File: src/rtl/axil_slave_regfile.sv
// AXI-Lite slave register bank: NUM_REGS 32-bit registers decoded at BASE_ADDR,
// with read-only entries mirrored from reg_in and per-register write strobes.
module axil_slave_regfile #(
    parameter int                        AXI_DATA_WIDTH = 32,
    parameter int                        AXI_ADDR_WIDTH = 32,
    parameter logic [AXI_ADDR_WIDTH-1:0] BASE_ADDR      = '0,
    parameter int                        NUM_REGS       = 16,
    parameter logic [NUM_REGS-1:0]       RO_MASK        = '0
) (
    input  logic                                 aclk,
    input  logic                                 areset,
    input  logic [AXI_ADDR_WIDTH-1:0]            s_axil_awaddr,
    input  logic                                 s_axil_awvalid,
    output logic                                 s_axil_awready,
    input  logic [AXI_DATA_WIDTH-1:0]            s_axil_wdata,
    input  logic [AXI_DATA_WIDTH/8-1:0]          s_axil_wstrb,
    input  logic                                 s_axil_wvalid,
    output logic                                 s_axil_wready,
    output logic [1:0]                           s_axil_bresp,
    output logic                                 s_axil_bvalid,
    input  logic                                 s_axil_bready,
    input  logic [AXI_ADDR_WIDTH-1:0]            s_axil_araddr,
    input  logic                                 s_axil_arvalid,
    output logic                                 s_axil_arready,
    output logic [AXI_DATA_WIDTH-1:0]            s_axil_rdata,
    output logic [1:0]                           s_axil_rresp,
    output logic                                 s_axil_rvalid,
    input  logic                                 s_axil_rready,
    output logic [NUM_REGS*AXI_DATA_WIDTH-1:0]   reg_out,
    input  logic [NUM_REGS*AXI_DATA_WIDTH-1:0]   reg_in,
    output logic [NUM_REGS-1:0]                  reg_wr_pulse
);

    localparam int STRB_W = AXI_DATA_WIDTH / 8;
    localparam int IDX_W  = $clog2(NUM_REGS);

    localparam logic [1:0] RESP_OKAY   = 2'b00;
    localparam logic [1:0] RESP_SLVERR = 2'b10;
    localparam logic [1:0] RESP_DECERR = 2'b11;

    typedef enum logic { W_IDLE, W_RESP } w_state_t;
    typedef enum logic { R_IDLE, R_RESP } r_state_t;

    // Returns {miss, index}; miss covers both below-window and past-the-end addresses.
    function automatic logic [IDX_W:0] decode(input logic [AXI_ADDR_WIDTH-1:0] addr);
        logic [AXI_ADDR_WIDTH-1:0] offset;
        logic [AXI_ADDR_WIDTH-1:0] word;
        logic                      miss;
        offset = addr - BASE_ADDR;
        word   = offset >> 2;
        miss   = (addr < BASE_ADDR) || (word >= AXI_ADDR_WIDTH'(NUM_REGS));
        return {miss, word[IDX_W-1:0]};
    endfunction

    function automatic logic [AXI_DATA_WIDTH-1:0] merge_bytes(
        input logic [AXI_DATA_WIDTH-1:0] old_val,
        input logic [AXI_DATA_WIDTH-1:0] new_val,
        input logic [STRB_W-1:0]         strb
    );
        logic [AXI_DATA_WIDTH-1:0] res;
        res = old_val;
        for (int b = 0; b < STRB_W; b++) begin
            if (strb[b]) res[8*b +: 8] = new_val[8*b +: 8];
        end
        return res;
    endfunction

    w_state_t w_state, w_next;
    r_state_t r_state, r_next;

    logic                      live;
    logic                      aw_held, w_held;
    logic [AXI_ADDR_WIDTH-1:0] aw_addr_q;
    logic [AXI_DATA_WIDTH-1:0] w_data_q;
    logic [STRB_W-1:0]         w_strb_q;
    logic [1:0]                bresp_q, rresp_q;
    logic [AXI_DATA_WIDTH-1:0] rdata_q;
    logic [NUM_REGS-1:0]       pulse_q;
    logic [AXI_DATA_WIDTH-1:0] regs_q [NUM_REGS];
    logic [AXI_DATA_WIDTH-1:0] view   [NUM_REGS];

    logic [AXI_ADDR_WIDTH-1:0] wr_addr;
    logic [AXI_DATA_WIDTH-1:0] wr_data;
    logic [STRB_W-1:0]         wr_strb;
    logic [IDX_W:0]            wr_dec, rd_dec;
    logic [IDX_W-1:0]          wr_idx, rd_idx;
    logic [1:0]                wr_resp, rd_resp;
    logic [AXI_DATA_WIDTH-1:0] rd_data;
    logic                      commit, aw_fire, w_fire, ar_fire;

    // RO entries track reg_in live; RW entries come from storage.
    always_comb begin
        for (int i = 0; i < NUM_REGS; i++) begin
            view[i] = RO_MASK[i] ? reg_in[i*AXI_DATA_WIDTH +: AXI_DATA_WIDTH] : regs_q[i];
            reg_out[i*AXI_DATA_WIDTH +: AXI_DATA_WIDTH] = view[i];
        end
    end

    // A held beat takes priority; otherwise the beat on the bus this cycle is used.
    assign wr_addr = aw_held ? aw_addr_q : s_axil_awaddr;
    assign wr_data = w_held  ? w_data_q  : s_axil_wdata;
    assign wr_strb = w_held  ? w_strb_q  : s_axil_wstrb;
    assign wr_dec  = decode(wr_addr);
    assign wr_idx  = wr_dec[IDX_W-1:0];
    assign wr_resp = wr_dec[IDX_W]   ? RESP_DECERR :
                     RO_MASK[wr_idx] ? RESP_SLVERR : RESP_OKAY;

    assign rd_dec  = decode(s_axil_araddr);
    assign rd_idx  = rd_dec[IDX_W-1:0];
    assign rd_resp = rd_dec[IDX_W] ? RESP_DECERR : RESP_OKAY;
    assign rd_data = rd_dec[IDX_W] ? '0 : view[rd_idx];

    assign commit  = (w_state == W_IDLE) && live &&
                     (aw_held || s_axil_awvalid) && (w_held || s_axil_wvalid);
    assign aw_fire = s_axil_awvalid && s_axil_awready;
    assign w_fire  = s_axil_wvalid  && s_axil_wready;
    assign ar_fire = s_axil_arvalid && s_axil_arready;

    always_comb begin
        w_next         = w_state;
        s_axil_awready = 1'b0;
        s_axil_wready  = 1'b0;
        s_axil_bvalid  = 1'b0;
        case (w_state)
            W_IDLE: begin
                s_axil_awready = live && !aw_held;
                s_axil_wready  = live && !w_held;
                if (commit) w_next = W_RESP;
            end
            W_RESP: begin
                s_axil_bvalid = 1'b1;
                if (s_axil_bready) w_next = W_IDLE;
            end
            default: w_next = W_IDLE;
        endcase
    end

    always_comb begin
        r_next         = r_state;
        s_axil_arready = 1'b0;
        s_axil_rvalid  = 1'b0;
        case (r_state)
            R_IDLE: begin
                s_axil_arready = live;
                if (ar_fire) r_next = R_RESP;
            end
            R_RESP: begin
                s_axil_rvalid = 1'b1;
                if (s_axil_rready) r_next = R_IDLE;
            end
            default: r_next = R_IDLE;
        endcase
    end

    always_ff @(posedge aclk or posedge areset) begin
        if (areset) begin
            w_state <= W_IDLE;
            r_state <= R_IDLE;
            live    <= 1'b0;
        end else begin
            w_state <= w_next;
            r_state <= r_next;
            live    <= 1'b1;
        end
    end

    // Write path: capture AW/W independently, commit once both are present.
    always_ff @(posedge aclk or posedge areset) begin
        if (areset) begin
            aw_held   <= 1'b0;
            w_held    <= 1'b0;
            aw_addr_q <= '0;
            w_data_q  <= '0;
            w_strb_q  <= '0;
            bresp_q   <= RESP_OKAY;
            pulse_q   <= '0;
            for (int i = 0; i < NUM_REGS; i++) regs_q[i] <= '0;
        end else begin
            pulse_q <= '0;
            if (commit) begin
                aw_held <= 1'b0;
                w_held  <= 1'b0;
                bresp_q <= wr_resp;
                if (wr_resp == RESP_OKAY) begin
                    regs_q[wr_idx]  <= merge_bytes(regs_q[wr_idx], wr_data, wr_strb);
                    pulse_q[wr_idx] <= 1'b1;
                end
            end else begin
                if (aw_fire) begin
                    aw_held   <= 1'b1;
                    aw_addr_q <= s_axil_awaddr;
                end
                if (w_fire) begin
                    w_held   <= 1'b1;
                    w_data_q <= s_axil_wdata;
                    w_strb_q <= s_axil_wstrb;
                end
            end
        end
    end

    // Read path: sample on AR handshake so a same-edge write is not visible.
    always_ff @(posedge aclk or posedge areset) begin
        if (areset) begin
            rdata_q <= '0;
            rresp_q <= RESP_OKAY;
        end else if (ar_fire) begin
            rdata_q <= rd_data;
            rresp_q <= rd_resp;
        end
    end

    assign s_axil_bresp = bresp_q;
    assign s_axil_rdata = rdata_q;
    assign s_axil_rresp = rresp_q;
    assign reg_wr_pulse = pulse_q;

endmodule

File: config.mk
export PLATFORM = sky130hd
export DESIGN_NAME = axil_slave_regfile
export DESIGN_NICKNAME = d
export VERILOG_FILES = /design/src/rtl/axil_slave_regfile.sv
export SDC_FILE = /design/constraint.sdc
export NUM_CORES = 1
export LEC_CHECK = 0
export ABC_CLOCK_PERIOD_IN_PS = 24900
export CORE_AREA = 4 4 459 461
export DETAILED_ROUTE_END_ITERATION = 7
export DIE_AREA = 0 0 463 465
export GPL_TIMING_DRIVEN = 0
export PLACE_DENSITY_LB_ADDON = 0.3
export SLEW_MARGIN = 15
export SYNTH_ARGS = -nofsm -noshare
export SYNTH_HDL_FRONTEND = slang
export SYNTH_SLANG_ARGS = --single-unit
File: constraint.sdc
create_clock -name aclk -period 24.9 [get_ports aclk]
set_input_delay 4.98 -clock aclk [delete_from_list [all_inputs] [get_ports aclk]]
set_output_delay 4.98 -clock aclk [all_outputs]
set_load 0.05 [all_outputs]
==> results.json, run 1 <==
{
  "synthArstFlopShare": 1.00,
  "max_freq_mhz": 113,
  "worstPathCellList": "clkdlybuf4s50_1 -> and3b_1 -> or2_1 -> buf_2 -> buf_2 -> buf_1 -> o2111ai_1 -> clkbuf_1 -> clkbuf_1 -> nand2_1 -> o21ai_0",
  "multi_input_area_um2": 14800,
  "clock_tree.root_cell": "clkbuf_16",
  "synth_flop_cell": "dfrtp_1",
  "synth-edff-count": 0,
  "crit_path_max_fanout": 10,
  "setup-violations-final": 0,
  "post-cts-setup-buffers": 0,
  "p_per_area_nw_per_um2": 70.9,
  "gr-usage-met2": 0.337,
  "grt_max_degree": 103,
  "io_buffers": 667,
  "grt_use_met3": 0.146,
  "cts_resized": 0,
  "status": "finished clean",
  "synthCells": 2979,
  "hold_violations": 0,
  "synth_cell_types": 50,
  "critical_path_class": "input port to register",
  "hold_class": "register to register",
  "busiest_layer": "met2",
  "regArea_um2": 15800,
  "gp_congestion": 0.923,
  "clock_latency_ns": 0.73,
  "finClkSkew_ns": 0.0505,
  "met1_usage": 0.283,
  "core_um2": 206000,
  "cts.path.max_buffers": 3,
  "drc": 0,
  "cts_hold_buf": 0,
  "viasPerCell": 4.95,
  "rsz0062_at_grt": "false",
  "dieArea_um2": 215000,
  "fillers": 22400,
  "grt_pass1_vias": 30900,
  "finalPower_uw": 3210,
  "r2r_slack_ns": 20.45,
  "yosysSeqAreaShare": 0.491,
  "hold_ws_ns": 0.483,
  "numCtsBuffers": 77,
  "layout_setup_ws_ns": 16.06,
  "synth_nets": 3598,
  "start_kind": "input port",
  "drv_cap": 0,
  "irDropWorstVdd_mv": 0.0614,
  "min_period_over_period": 0.355,
  "start_util": 0.156,
  "numClockSinks": 633,
  "drv_slew": 0,
  "netlist_area_um2": 32200,
  "antenna_found_initial": 50,
  "dr.pass1.iters": 6,
  "die_x_um": 463,
  "clk_pin_slew_ns": 0.06,
  "htree_levels": 3,
  "cp.arrival_ns": 9.38,
  "rows": 167,
  "yosysWarnings": 0,
  "gr-total-overflow": 0,
  "grt_pass1_wl_mm": 337,
  "tritoncts": "yes",
  "end_kind": "register",
  "layout.cells.non_filler": 6513,
  "min_period_ns": 8.84,
  "layout-drive-gt1-share": 0.161,
  "placed_cells": 6361,
  "area_delta_synth_final_pct": 40.3,
  "nets": 4355,
  "leakage_uw": 0.0173,
  "maxSlewHeadroom": 0.104,
  "die_height_um": 465,
  "crit_path_max_incr_delay_ns": 1.01,
  "worst_slew_pin_slew_ns": 1.34,
  "syn_avg_cell_area_um2": 10.8,
  "drt-total-wl_mm": 265,
  "ant_nets": 0,
  "globalRouteTotalUtil": 0.237,
  "critPathRequiredTime_ns": 25.44,
  "ys_ff_latch": 633,
  "slowest_stage": "buf_1",
  "wire_per_inst_um": 40.7,
  "vias": 32200,
  "io_pins": 1188,
  "place_ws_ns": 15.59,
  "dpl.hpwl_mm": 204,
  "drt_iter0_drc": 3940
}
==> area by class of cell <==
class                   instances  area share
clock inverters                24     0.00700
multi-input cells            1994       0.327
inverters                      52     0.00448
diodes                         15    0.000830
repair buffers                678       0.154
well taps                    2704      0.0748
flip-flops and latches        633       0.350
clock buffers                 113      0.0491
plain buffers                 300      0.0332
==> worst paths after layout <==
| path | start | end | cells after the start |
|---|---|---|---|
| hold / removal | s_axil_rdata[1] | s_axil_rdata[1] | 2 |
| setup / recovery | s_axil_awaddr[3] | reg_out[504] | 11 |
| min in group asynchronous | areset | reg_out[407] | 2 |
| hold reg to reg | s_axil_rdata[1] | s_axil_rdata[1] | 2 |
| max in group asynchronous | areset | reg_out[289] | 4 |
| setup reg to reg | aw_held | reg_out[504] | 10 |
==> per-stage QoR <==
step                TNS [ns]  instance area [um^2]  utilization
finish                     0                 45200        0.219
global route               0                 45200        0.219
CTS                        0                 45200        0.219
detailed placement         0                 42700        0.207
global placement    -4479.83                 42300        0.205
floorplan                  0                 32200            -
==> layer usage <==
layer,vias up,part of all wire
met2,2459,0.41
met3,456,0.16
li1,12500,-
met1,16800,0.38
met4,28,0.055
met5,-,0.00069
==> report_power, final <==
group	switching [uW]	internal [uW]	leakage, uW	total, uW
Sequential	29.4	1080	0.00871	1110
Clock	533	659	0.00124	1190
Combinational	677	225	0.00734	902
==> cells in the mapped netlist, types with 32 or more instances <==
| cell type | number | share of area |
|---|---|---|
| dfrtp_1 | 633 | 0.49 |
| mux2_2 | 70 | 0.024 |
| o21a_1 | 187 | 0.044 |
| a2111oi_0 | 39 | 0.011 |
| mux4_2 | 160 | 0.11 |
| clkbuf_1 | 140 | 0.016 |
| o22ai_1 | 33 | 0.0064 |
| o21ai_1 | 160 | 0.025 |
| a21oi_1 | 65 | 0.010 |
| a22oi_1 | 129 | 0.030 |
| o41ai_4 | 32 | 0.027 |
| buf_2 | 89 | 0.014 |
| inv_1 | 52 | 0.0061 |
| mux2i_1 | 32 | 0.0099 |
| o21ai_0 | 395 | 0.061 |
| nand2_1 | 584 | 0.068 |
==> registers in the layout (all words and copies together) (netlist names) <==
signal / count
aw_held: 1
aw_addr_q: 30
live: 1
w_data_q: 32
w_state: 1
reg_out: 512
s_axil_rresp: 1
reg_wr_pulse: 16
r_state: 1
w_held: 1
s_axil_rdata: 32
s_axil_bresp: 1
w_strb_q: 4
==> worst max-delay path, delay by kind of cell <==
| family | cells | cell delay [ns] |
|---|---|---|
| buffers and inverters | 6 | 3.46 |
| and+or+nand+nor | 3 | 0.48 |
| AOI/OAI and AO/OA | 2 | 0.40 |
==> placed cells by master (no fill, tap or decap), drive strengths merged, types with 4 or more instances in the layout <==
cell type	synthesis	layout
clkdlybuf4s50	0	667
dfrtp	633	633
nand2	584	584
o21ai	555	555
clkbuf	144	259
o21a	187	187
buf	156	165
mux4	160	160
a22oi	129	129
mux2	70	70
a21oi	66	66
a2111oi	62	62
inv	52	60
o22ai	33	33
mux2i	32	32
o41ai	32	32
o2111ai	16	16
diode	0	15
nor4	12	12
nor2	11	11
clkinv	0	10
nand4	5	5
or4	5	5
nor3	5	5
nor2b	4	4
or2	4	4
==> logic make-up (layout without fill, tap and decap cells) <==
logic type,Yosys count,after routing,share of synthesized area
flip-flops,633,633,0.491
multiplexers,262,262,0.146
buffers and inverters,352,1167,0.0502
AO/OA/AOI/OAI,1088,1088,0.233
AND/OR/NAND/NOR,643,643,0.0795
other,1,16,0.000116
No activity file was read; power rests on OpenSTA's default activity.
==> inputs of run 2 (changes only) <==
--- a/config.mk
+++ b/config.mk
@@ -5,7 +5,7 @@
 export SDC_FILE = /design/constraint.sdc
 export NUM_CORES = 1
 export LEC_CHECK = 0
-export ABC_CLOCK_PERIOD_IN_PS = 24900
+export ABC_CLOCK_PERIOD_IN_PS = 7600
 export CORE_AREA = 4 4 459 461
 export DETAILED_ROUTE_END_ITERATION = 7
 export DIE_AREA = 0 0 463 465
==> constraint.sdc (replaced) <==
create_clock -name aclk -period 7.6 [get_ports aclk]
set_input_delay 1.52 -clock aclk [delete_from_list [all_inputs] [get_ports aclk]]
set_output_delay 1.52 -clock aclk [all_outputs]
set_load 0.05 [all_outputs]
==> results.json, run 2 (synthesis results as in run 1) <==
{
  "status": "finished clean",
  "highest_layer": "met5",
  "reg2reg_depth": 11,
  "antenna_found_initial": 42,
  "cts.path.max_buffers": 3,
  "leakage_uw": 0.0175,
  "gp_congestion": 0.923,
  "end_kind": "register",
  "io_buffers": 667,
  "routed-wl-met2_mm": 109,
  "maxSlewHeadroom": 0.0724,
  "grt_pass1_vias": 31300,
  "gr-total-overflow": 0,
  "r2r_slack_ns": 3.26,
  "dr_wl_met3_mm": 39.3,
  "tritoncts": "yes",
  "ant_nets": 0,
  "rows": 167,
  "clock_latency_ns": 0.69,
  "fin_util": 0.222,
  "drv_slew": 0,
  "final_cell_mix": "clkdlybuf4s50_1, dfrtp_1, nand2_1, o21ai_0, o21a_1",
  "setup-violations-final": 0,
  "rsz0062_at_grt": "false",
  "die_height_um": 465,
  "cts_resized": 0,
  "clock_tree.root_cell": "clkbuf_16",
  "htree_levels": 3,
  "finalPower_uw": 10700,
  "post-cts-setup-buffers": 0,
  "final_common_cell": "clkdlybuf4s50_1",
  "io_pins": 1188,
  "nets": 4373,
  "numCtsBuffers": 77,
  "crit_path_max_fanout": 10,
  "worst_slew_pin_slew_ns": 1.39,
  "min_period_ns": 5.19,
  "min_period_over_period": 0.683,
  "core_um2": 206000,
  "grt_pass1_wl_mm": 340,
  "dpl.hpwl_mm": 205,
  "die_x_um": 463,
  "grt_max_degree": 36,
  "largest_reg_flops": 512,
  "area_delta_synth_final_pct": 41.9,
  "p_per_area_nw_per_um2": 234,
  "drt_iter0_drc": 4230,
  "globalRouteTotalUtil": 0.239,
  "layout-drive-gt1-share": 0.168,
  "viasPerCell": 4.97,
  "irDropWorstVdd_mv": 0.170,
  "start_util": 0.156,
  "dieArea_um2": 215000,
  "drv_cap": 0,
  "clk_pin_slew_ns": 0.06,
  "min_path_cells": 2,
  "drt-total-wl_mm": 267,
  "numClockSinks": 633,
  "hold_violations": 0,
  "critPathRequiredTime_ns": 8.12,
  "critical_path_class": "input port to register",
  "dr.pass1.iters": 5,
  "max_freq_mhz": 193,
  "cts_hold_buf": 0,
  "wl_met1_mm": 104,
  "drc": 0,
  "cp.arrival_ns": 5.71,
  "wire_per_inst_um": 40.9,
  "finClkSkew_ns": 0.0386,
  "start_kind": "input port",
  "vias": 32400,
  "hold_class": "register to register",
  "hold_ws_ns": 0.481
}
-- run 2: changes by cell type in the layout (fill, tap and decap cells not counted), moves of 2 or more --
cell       delta
inv_16        -3
buf_12       +20
clkbuf_8      +6
buf_16        -2
clkbuf_1     -11
inv_8         -2
clkbuf_2      +3
diode_2       -2
buf_1         -2
bufinv_16     +6
-- run 2: through the flow --
stage | setup slack [ns] | instance area, um^2 | TNS [ns] | std cells
after floorplan | -2.56 | 32200 | -1623.53 | 2979
after global placement | -7.67 | 42300 | -4721.99 | 6350
after detailed placement | 1.80 | 43000 | 0 | 6378
after CTS | 2.54 | 45700 | 0 | 6516
after global routing | 2.28 | 45700 | 0 | 6520
final | 2.41 | 45800 | 0 | 6530
-- run 2: area by class of cell --
type	count	area, um^2
Multi-Input combinational cell	1994	14800
Buffer	300	1510
Tap cell	2704	3380
Sequential cell	633	15800
Antenna cell	13	32.5
Fill cell	22300	161000
Clock inverter	27	409
Inverter	52	199
Timing Repair Buffer	696	7290
Clock buffer	111	2300
-- run 2: final timing paths --
kind	from	endpoint
max	s_axil_awaddr[3]	reg_out[471]
min	s_axil_rdata[15]	s_axil_rdata[15]
max reg2reg	aw_held	reg_out[390]
min reg2reg	s_axil_rdata[15]	s_axil_rdata[15]
max in group asynchronous	areset	w_data_q[2]
min in group asynchronous	areset	reg_out[407]
-- run 2: report_power, final --
part	internal [uW]	switching, uW
combinational	759	2210
sequential	3550	93.3
clock	2410	1700
total	6720	4000
-- run 2: critical path, cell delays in order --
cell and delay, ns:
clkdlybuf4s50_1 0.59, nor3b_1 0.24, or2_1 0.14, clkbuf_1 0.23, buf_2 0.63, buf_2 0.62, o2111ai_1 0.24, clkbuf_1 0.50
clkbuf_1 0.60, nand2_1 0.19, o21ai_0 0.11
-- run 2: layer usage --
layer,up-vias,global-route usage
li1,12500,-
met1,16900,0.298
met4,28,0.105
met3,483,0.126
met2,2540,0.342
met5,-,0.00285
